--- src/rtl/turn_sequencer_np.sv ---
// Purpose : N-player board-game turn sequencer with internal move legality checking.
// Latency : move sampled at edge t -> place_strb in cycle t+1 -> win_in sampled at edge t+1+CHECK_CYCLES.
// Backpressure: none; moves are only accepted in WAIT, other requests pulse illegal/out_of_turn or are ignored.
//
// Ports:
//   clk, reset (async, active-high), new_game (sync clear)
//   move_valid[NUM_PLAYERS], move_pos[POS_W]   : per-player request, shared 1-based cell index
//   win_in[NUM_PLAYERS]                        : external win detector result per player
//   cur_player, place_strb, place_owner        : turn owner and one-cycle placement strobe
//   board_occ, illegal, out_of_turn            : occupancy map and rejection pulses
//   game_over, winner, tie                     : end-of-game status levels
module turn_sequencer_np #(
    parameter  int NUM_PLAYERS  = 2,
    parameter  int CELLS        = 9,
    parameter  int POS_W        = 4,
    parameter  int CHECK_CYCLES = 2,
    localparam int PW           = (NUM_PLAYERS > 2) ? $clog2(NUM_PLAYERS) : 1
) (
    input  logic                   clk,
    input  logic                   reset,
    input  logic                   new_game,
    input  logic [NUM_PLAYERS-1:0] move_valid,
    input  logic [POS_W-1:0]       move_pos,
    input  logic [NUM_PLAYERS-1:0] win_in,
    output logic [PW-1:0]          cur_player,
    output logic [CELLS-1:0]       place_strb,
    output logic [PW-1:0]          place_owner,
    output logic [CELLS-1:0]       board_occ,
    output logic                   illegal,
    output logic                   out_of_turn,
    output logic                   game_over,
    output logic [PW:0]            winner,
    output logic                   tie
);

    // Counter only needs to hold CHECK_CYCLES-1.
    localparam int CW = (CHECK_CYCLES > 1) ? $clog2(CHECK_CYCLES) : 1;

    typedef enum logic [1:0] {S_WAIT, S_PLACE, S_CHECK, S_OVER} state_t;

    state_t           r_state;
    logic [PW-1:0]    r_cur_player;
    logic [CELLS-1:0] r_place_strb;
    logic [PW-1:0]    r_place_owner;
    logic [CELLS-1:0] r_board_occ;
    logic             r_illegal;
    logic             r_out_of_turn;
    logic             r_game_over;
    logic [PW:0]      r_winner;
    logic             r_tie;
    logic [CW-1:0]    r_cnt;

    logic [CELLS-1:0]       w_pos_hot;
    logic [NUM_PLAYERS-1:0] w_cur_hot;
    logic                   w_cur_req;
    logic                   w_other_req;
    logic                   w_legal;
    logic                   w_cur_win;
    logic [PW-1:0]          w_next_player;

    // Decoding the position to one-hot doubles as the range check:
    // positions 0 and >CELLS decode to all zeros.
    always_comb begin
        w_pos_hot = '0;
        for (int i = 0; i < CELLS; i++) begin
            w_pos_hot[i] = (move_pos == POS_W'(i + 1));
        end
    end

    always_comb begin
        w_cur_hot = '0;
        for (int i = 0; i < NUM_PLAYERS; i++) begin
            w_cur_hot[i] = (r_cur_player == PW'(i));
        end
    end

    assign w_cur_req     = |(move_valid & w_cur_hot);
    assign w_other_req   = |(move_valid & ~w_cur_hot);
    assign w_legal       = (|w_pos_hot) && !(|(w_pos_hot & r_board_occ));
    assign w_cur_win     = |(win_in & w_cur_hot);
    assign w_next_player = (r_cur_player == PW'(NUM_PLAYERS - 1)) ? '0 : r_cur_player + 1'b1;

    always_ff @(posedge clk or posedge reset) begin
        if (reset) begin
            r_state       <= S_WAIT;
            r_cur_player  <= '0;
            r_place_strb  <= '0;
            r_place_owner <= '0;
            r_board_occ   <= '0;
            r_illegal     <= 1'b0;
            r_out_of_turn <= 1'b0;
            r_game_over   <= 1'b0;
            r_winner      <= '0;
            r_tie         <= 1'b0;
            r_cnt         <= '0;
        end else if (new_game) begin
            // Abandons any pending check; nothing from it is recorded.
            r_state       <= S_WAIT;
            r_cur_player  <= '0;
            r_place_strb  <= '0;
            r_place_owner <= '0;
            r_board_occ   <= '0;
            r_illegal     <= 1'b0;
            r_out_of_turn <= 1'b0;
            r_game_over   <= 1'b0;
            r_winner      <= '0;
            r_tie         <= 1'b0;
            r_cnt         <= '0;
        end else begin
            r_illegal     <= 1'b0;
            r_out_of_turn <= 1'b0;
            case (r_state)
                S_WAIT: begin
                    r_out_of_turn <= w_other_req;
                    if (w_cur_req) begin
                        if (w_legal) begin
                            r_place_strb  <= w_pos_hot;
                            r_place_owner <= r_cur_player;
                            r_state       <= S_PLACE;
                        end else begin
                            r_illegal <= 1'b1;
                        end
                    end
                end
                S_PLACE: begin
                    r_board_occ   <= r_board_occ | r_place_strb;
                    r_place_strb  <= '0;
                    r_place_owner <= '0;
                    r_cnt         <= CW'(CHECK_CYCLES - 1);
                    r_state       <= S_CHECK;
                end
                S_CHECK: begin
                    // win_in is only trusted once the detector latency has elapsed.
                    if (r_cnt != '0) begin
                        r_cnt <= r_cnt - 1'b1;
                    end else if (w_cur_win) begin
                        r_game_over <= 1'b1;
                        r_winner    <= (PW + 1)'(r_cur_player) + (PW + 1)'(1);
                        r_state     <= S_OVER;
                    end else if (&r_board_occ) begin
                        r_game_over <= 1'b1;
                        r_tie       <= 1'b1;
                        r_winner    <= '0;
                        r_state     <= S_OVER;
                    end else begin
                        r_cur_player <= w_next_player;
                        r_state      <= S_WAIT;
                    end
                end
                S_OVER: begin
                    // Hold everything until new_game or reset.
                end
                default: r_state <= S_WAIT;
            endcase
        end
    end

    assign cur_player  = r_cur_player;
    assign place_strb  = r_place_strb;
    assign place_owner = r_place_owner;
    assign board_occ   = r_board_occ;
    assign illegal     = r_illegal;
    assign out_of_turn = r_out_of_turn;
    assign game_over   = r_game_over;
    assign winner      = r_winner;
    assign tie         = r_tie;

endmodule

--- config.mk ---
export PLATFORM = sky130hd
export DESIGN_NAME = turn_sequencer_np
export DESIGN_NICKNAME = d
export VERILOG_FILES = /design/src/rtl/turn_sequencer_np.sv
export SDC_FILE = /design/constraint.sdc
export NUM_CORES = 1
export LEC_CHECK = 0
export ABC_AREA = 1
export CORE_MARGIN = 2
export CORE_UTILIZATION = 50
export DETAILED_ROUTE_END_ITERATION = 10
export GPL_TIMING_DRIVEN = 0
export HOLD_SLACK_MARGIN = 0.15
export PLACE_DENSITY_LB_ADDON = 0.2
export SKIP_LAST_GASP = 1
export SYNTH_ARGS = -nofsm -noshare
export SYNTH_HDL_FRONTEND = slang
export SYNTH_SLANG_ARGS = --single-unit
--- constraint.sdc ---
create_clock -name clk -period 4 [get_ports clk]
set_input_delay 0.8 -clock clk [delete_from_list [all_inputs] [get_ports clk]]
set_output_delay 0.8 -clock clk [all_outputs]
set_load 0.02 [all_outputs]
# Yosys cells after proc, flatten, opt, wreduce, memory -nomap -nowiden
# Index checks and enable logic that the tools add are counted.
[totals]
in_bits = 11
wordCells = 105
register_bits = 29
out_inout_bits = 26
[op_classes]
eq_ne = 17
reduce_logical = 21
mux = 46
bitwise = 7
n_addsub = 3
[ops]
columns = ["cell", "n"]
rows = [
  ["two-way mux 9 bit", 5],
  ["two-way mux 1 bit", 26],
  ["two-way mux 2 bit", 11],
  ["one-hot mux 9 bit (2 select lines)", 1],
  ["OR reduction 9 bit", 2],
  ["== test 4 x 3 -> 1 bit, second input constant", 4],
  ["AND reduction 4 bit", 3],
  ["AND 9 bit", 1],
  ["inequality test 3 bit, second input constant", 3],
  ["OR 9 bit", 1],
  ["AND reduction 9 bit", 1],
  ["nonzero test 3 bit", 3],
  ["== test 4 x 2 -> 1 bit, second input constant", 2],
  ["== test 4 bit, second input constant", 2],
  ["AND 2 bit", 3],
  ["inequality test 2 bit, second input constant", 3],
  ["one-hot mux 2 bit (3 select lines)", 1],
  ["AND reduction 3 bit", 2],
  ["nonzero test 2 bit", 3],
  ["OR reduction 2 bit", 3],
  ["== test 4 x 1 -> 1 bit, second input constant", 1],
  ["one-hot mux 1 bit (2 select lines)", 2],
  ["nonzero test 4 bit", 1],
  ["adder 1 x 1 -> 2 bit, second input constant", 1],
  ["9 further kinds", 9],
]

# Depth between registers and ports, before layout
[depth]
ltp_word = 9
ltp_mapped = 12
ltp_nobuf = 11

# Worst setup path after synthesis
# OpenSTA, ideal clock, no wires.
[synth_path]
kind = "in2reg"
start = "input port new_game"
end = "register r_place_strb[0], in the netlist place_strb[0]"
slack_ns = 2.192
path_stages = 6
arrival_time_ns = 1.691
cell_sequence = "buf_2 nor2_1 a22oi_2 clkbuf_1 nand3_1 nand2_1"
[synth_via]
elab_chain_len = 2
[synth_lines]
columns = ["element", "line", "rtl"]
rows = [
  ["start, declared", "21", "input logic new_game,"],
  ["inequality test 3 bit (no line) or nonzero test 3 bit (tied branches)", "-", ""],
  ["AND reduction 3 bit (no line)", "-", ""],
  ["end signal, assigned", "117", "r_place_strb <= w_pos_hot;"],
  ["end, declared", "43", "logic [CELLS-1:0] r_place_strb;"],
]
# Parallel ways exist; a longest one is shown, timed or not.
# A chain may end at the register's enable or synchronous reset.

# Worst setup path after layout
[layout_path]
start = "register r_cur_player, in the netlist cur_player"
end = "output port cur_player"
[layout_lines]
columns = ["element", "line", "rtl"]
rows = [
  ["start, declared", "42", "logic [PW-1:0] r_cur_player;"],
  ["start signal, assigned", "146", "r_cur_player <= w_next_player;"],
  ["end, declared", "25", "output logic [PW-1:0] cur_player,"],
]
# No word-level cell between the ends.

==> impl_results.md <==
- Maxcap violations: 0
- Via count: 1,473
- Most crowded layer after global routing: met2
- TritonRoute pass-1 iters: 4
- Post-synthesis sequential area ratio: 46.8%
- Inserted Clock Buffers: 5
- Placer Congestion: 0.920
- Horiz. Die Dim: 59.7 um
- Std-Cell Rows: 20
- I/O Buffers: 34
- Yosys reg bits: 29
- Initial antenna violation count: 0
- Syn_nets: 218
- Antenna cells: 0
- WP data required: 3200 ps
- Core Box Area: 3000 sq um
- WP data arrival: 1470 ps
- Most common cell after layout, fill and taps aside: nand2_1
- CTS tree: done
- Total negative setup slack: 0 ps
- Antenna-violating nets left: 0
- Commonest non-fill, non-tap cells in the layout: 56 x nand2_1, 34 x clkdlybuf4s50_1, 29 x dfrtp_1
- First-pass GRT wire length: 5.77 mm
- CP Launch Type: flip-flop
- Fill cells: 291
- Post-Synthesis Cells: 204
- Number of synthesized flops with an enable pin: 0
- Multi-input logic area: 696 sq um
- Largest net degree at the start of global routing: 30
- CTS max path bufs: 2
- Top Family by Delay on Critical Path: buffers and inverters
- Final number of setup-violating endpoints: 0
- Ratio of cells with drive above 1 in the final layout: 10.2%
- WL final: 3.51 mm
- Setup WS post-layout: 1730 ps
- Clk_lat worst skew: 340 ps
- Crit-path cells: clkdlybuf4s50_1
- Met1 Use GR: 28.8%
- Drt wl/cell: 12.6 um
- H-tree lvl count: 2
- Max-slew violations: 0
- DP HPWL: 2.51 mm
- CP endpoint kind: output pin
- Met2 GRT Util: 34.5%
- RSZ-0062 raised after global routing: no
- Reg area: 726 sq um
- Vias in the first global route: 1,317
- Starting density of the core: 51.6%
- Crit path max fanout: 7
- Synth warn: 0
- Power density cells: 409 nW/um^2
- Top Ports: 37
- Largest stage delay, worst path: 650 ps
- Layout Skew: 6.45 ps
- Leakage power: 0.992 nW
- Post-CTS setup repair buffer count: 0
- Async S/R FF share, synth: 100%
- Vias/cell: 5.28
- Number of hold violations in the final report: 0
- Slew headroom: 29.2%
- Fin crit share: 56.6%
- # clock sinks: 29
- Post-Syn Area: 1550 sq um
- 1st-iter DRT viols: 53
- Root buf cell: clkbuf_4
- # resized after CTS: 0
- Synth-to-Final Area Change: 29.1%
- Synth cell types: 25
- M3 GR Usage: 4.76%
- Die Y: 59.7 um
- Gr ovfl total: 0
- Slowest CP cell: clkdlybuf4s50_1
- Fmax: 0.441 GHz
- Peak supply drop: 286 uV
- Syn Area/Cell: 7.60 sq um
- Place WS: 1530 ps
- Slew @ Worst Pin: 1060 ps
- Hold buffers post-CTS: 0
- Fin crit period: 2270 ps
- Residual DRC: 0
- Main synth FF type: dfrtp_1
- Global Route Usage Sum: 22.1%
- WS Path Type: reg -> out
- Hold WC Path Type: reg -> reg
- Die footprint: 3560 sq um
- Final nets: 259
- Clock slew at reported path FFs: 90 ps
- Worst path bufs/invs: 1
- Outcome: complete, no violations
## cell usage after synthesis, types with 2 or more instances
library cell,count,area (sq um)
nor2_2,4,25.0
inv_1,19,71.3
a31oi_1,2,12.5
a211oi_1,2,15.0
buf_6,2,22.5
ha_1,3,37.5
a21oi_1,12,60.1
o21ai_0,2,10.0
nor4_1,6,37.5
nor2_1,25,93.8
clkbuf_1,2,7.51
nand3_1,23,115
nand2_1,56,210
dfrtp_1,29,726
nor3_1,3,15.0
inv_2,5,18.8
## through the flow
stage                     hold WS [ps]  utilization (%)  power (W)  std cells  instance area, sq um
after detailed placement           462             64.3   0.000617        271                  1930
final                              484             66.7   0.000819        279                  2000
after global placement             459             64.3   0.000611        271                  1930
after floorplan                    467                -   0.000525        204                  1550
after CTS                          485             66.7   0.000822        279                  2000
after global routing               523             66.7   0.000868        279                  2000
## final timing paths
kind                                              from                        end  slack [ps]  cells after the start
worst min register to register   winner[0]$_DFFE_PP0P_      winner[0]$_DFFE_PP0P_         480                      2
worst max register to register  r_state[0]$_DFFE_PP0P_  place_strb[7]$_DFFE_PP0P_        2270                      8
worst max-delay path            cur_player$_DFFE_PP0P_                 cur_player        1730                      1
worst min-delay path             winner[0]$_DFFE_PP0P_      winner[0]$_DFFE_PP0P_         480                      2
max in group asynchronous                        reset   board_occ[0]$_DFFE_PP0N_        2330                      2
min in group asynchronous                        reset  place_strb[7]$_DFFE_PP0P_        1030                      2
## cells by family after synthesis
family	share of synthesized area, %
compound gates	7.91
fa+ha+maj	2.42
buf+inv	8.31
flops	46.8
simple gates	34.5
## where the power goes
part	switching, W	total (W)	internal [W]
clock network	0.000103	0.000205	0.000102
logic	0.000183	0.000275	0.0000914
registers	0.0000204	0.000339	0.000319
total	0.000307	0.000819	0.000512
## per-layer routing
metal | vias up | part of all wire (%)
met2 | 42 | 44
met4 | 0 | 2.2
met1 | 684 | 48
met3 | 10 | 5.0
met5 | - | 0
li1 | 737 | -
## sequential cells by signal, summed over array words and instances, names as in the netlist
| signal | count |
|---|---|
| r_cnt | 1 |
| place_owner | 1 |
| game_over | 1 |
| winner | 2 |
| board_occ | 9 |
| out_of_turn | 1 |
| tie | 1 |
| cur_player | 1 |
| r_state | 2 |
| illegal | 1 |
| place_strb | 9 |
## tightest hold or removal path, stage by stage (launching register included)
cell     delay (ps)
dfrtp_1         350
nand2_1          60
nand2_1          50
## layout make-up
class	count	share of cell area, %
clock inverters	1	0.250
plain buffers	6	1.94
clock buffers	7	3.25
well taps	33	2.06
repair buffers	34	17.0
multi-input cells	145	34.7
flip-flops and latches	29	36.3
inverters	24	4.50
No activity file was read; power rests on OpenSTA's default activity.
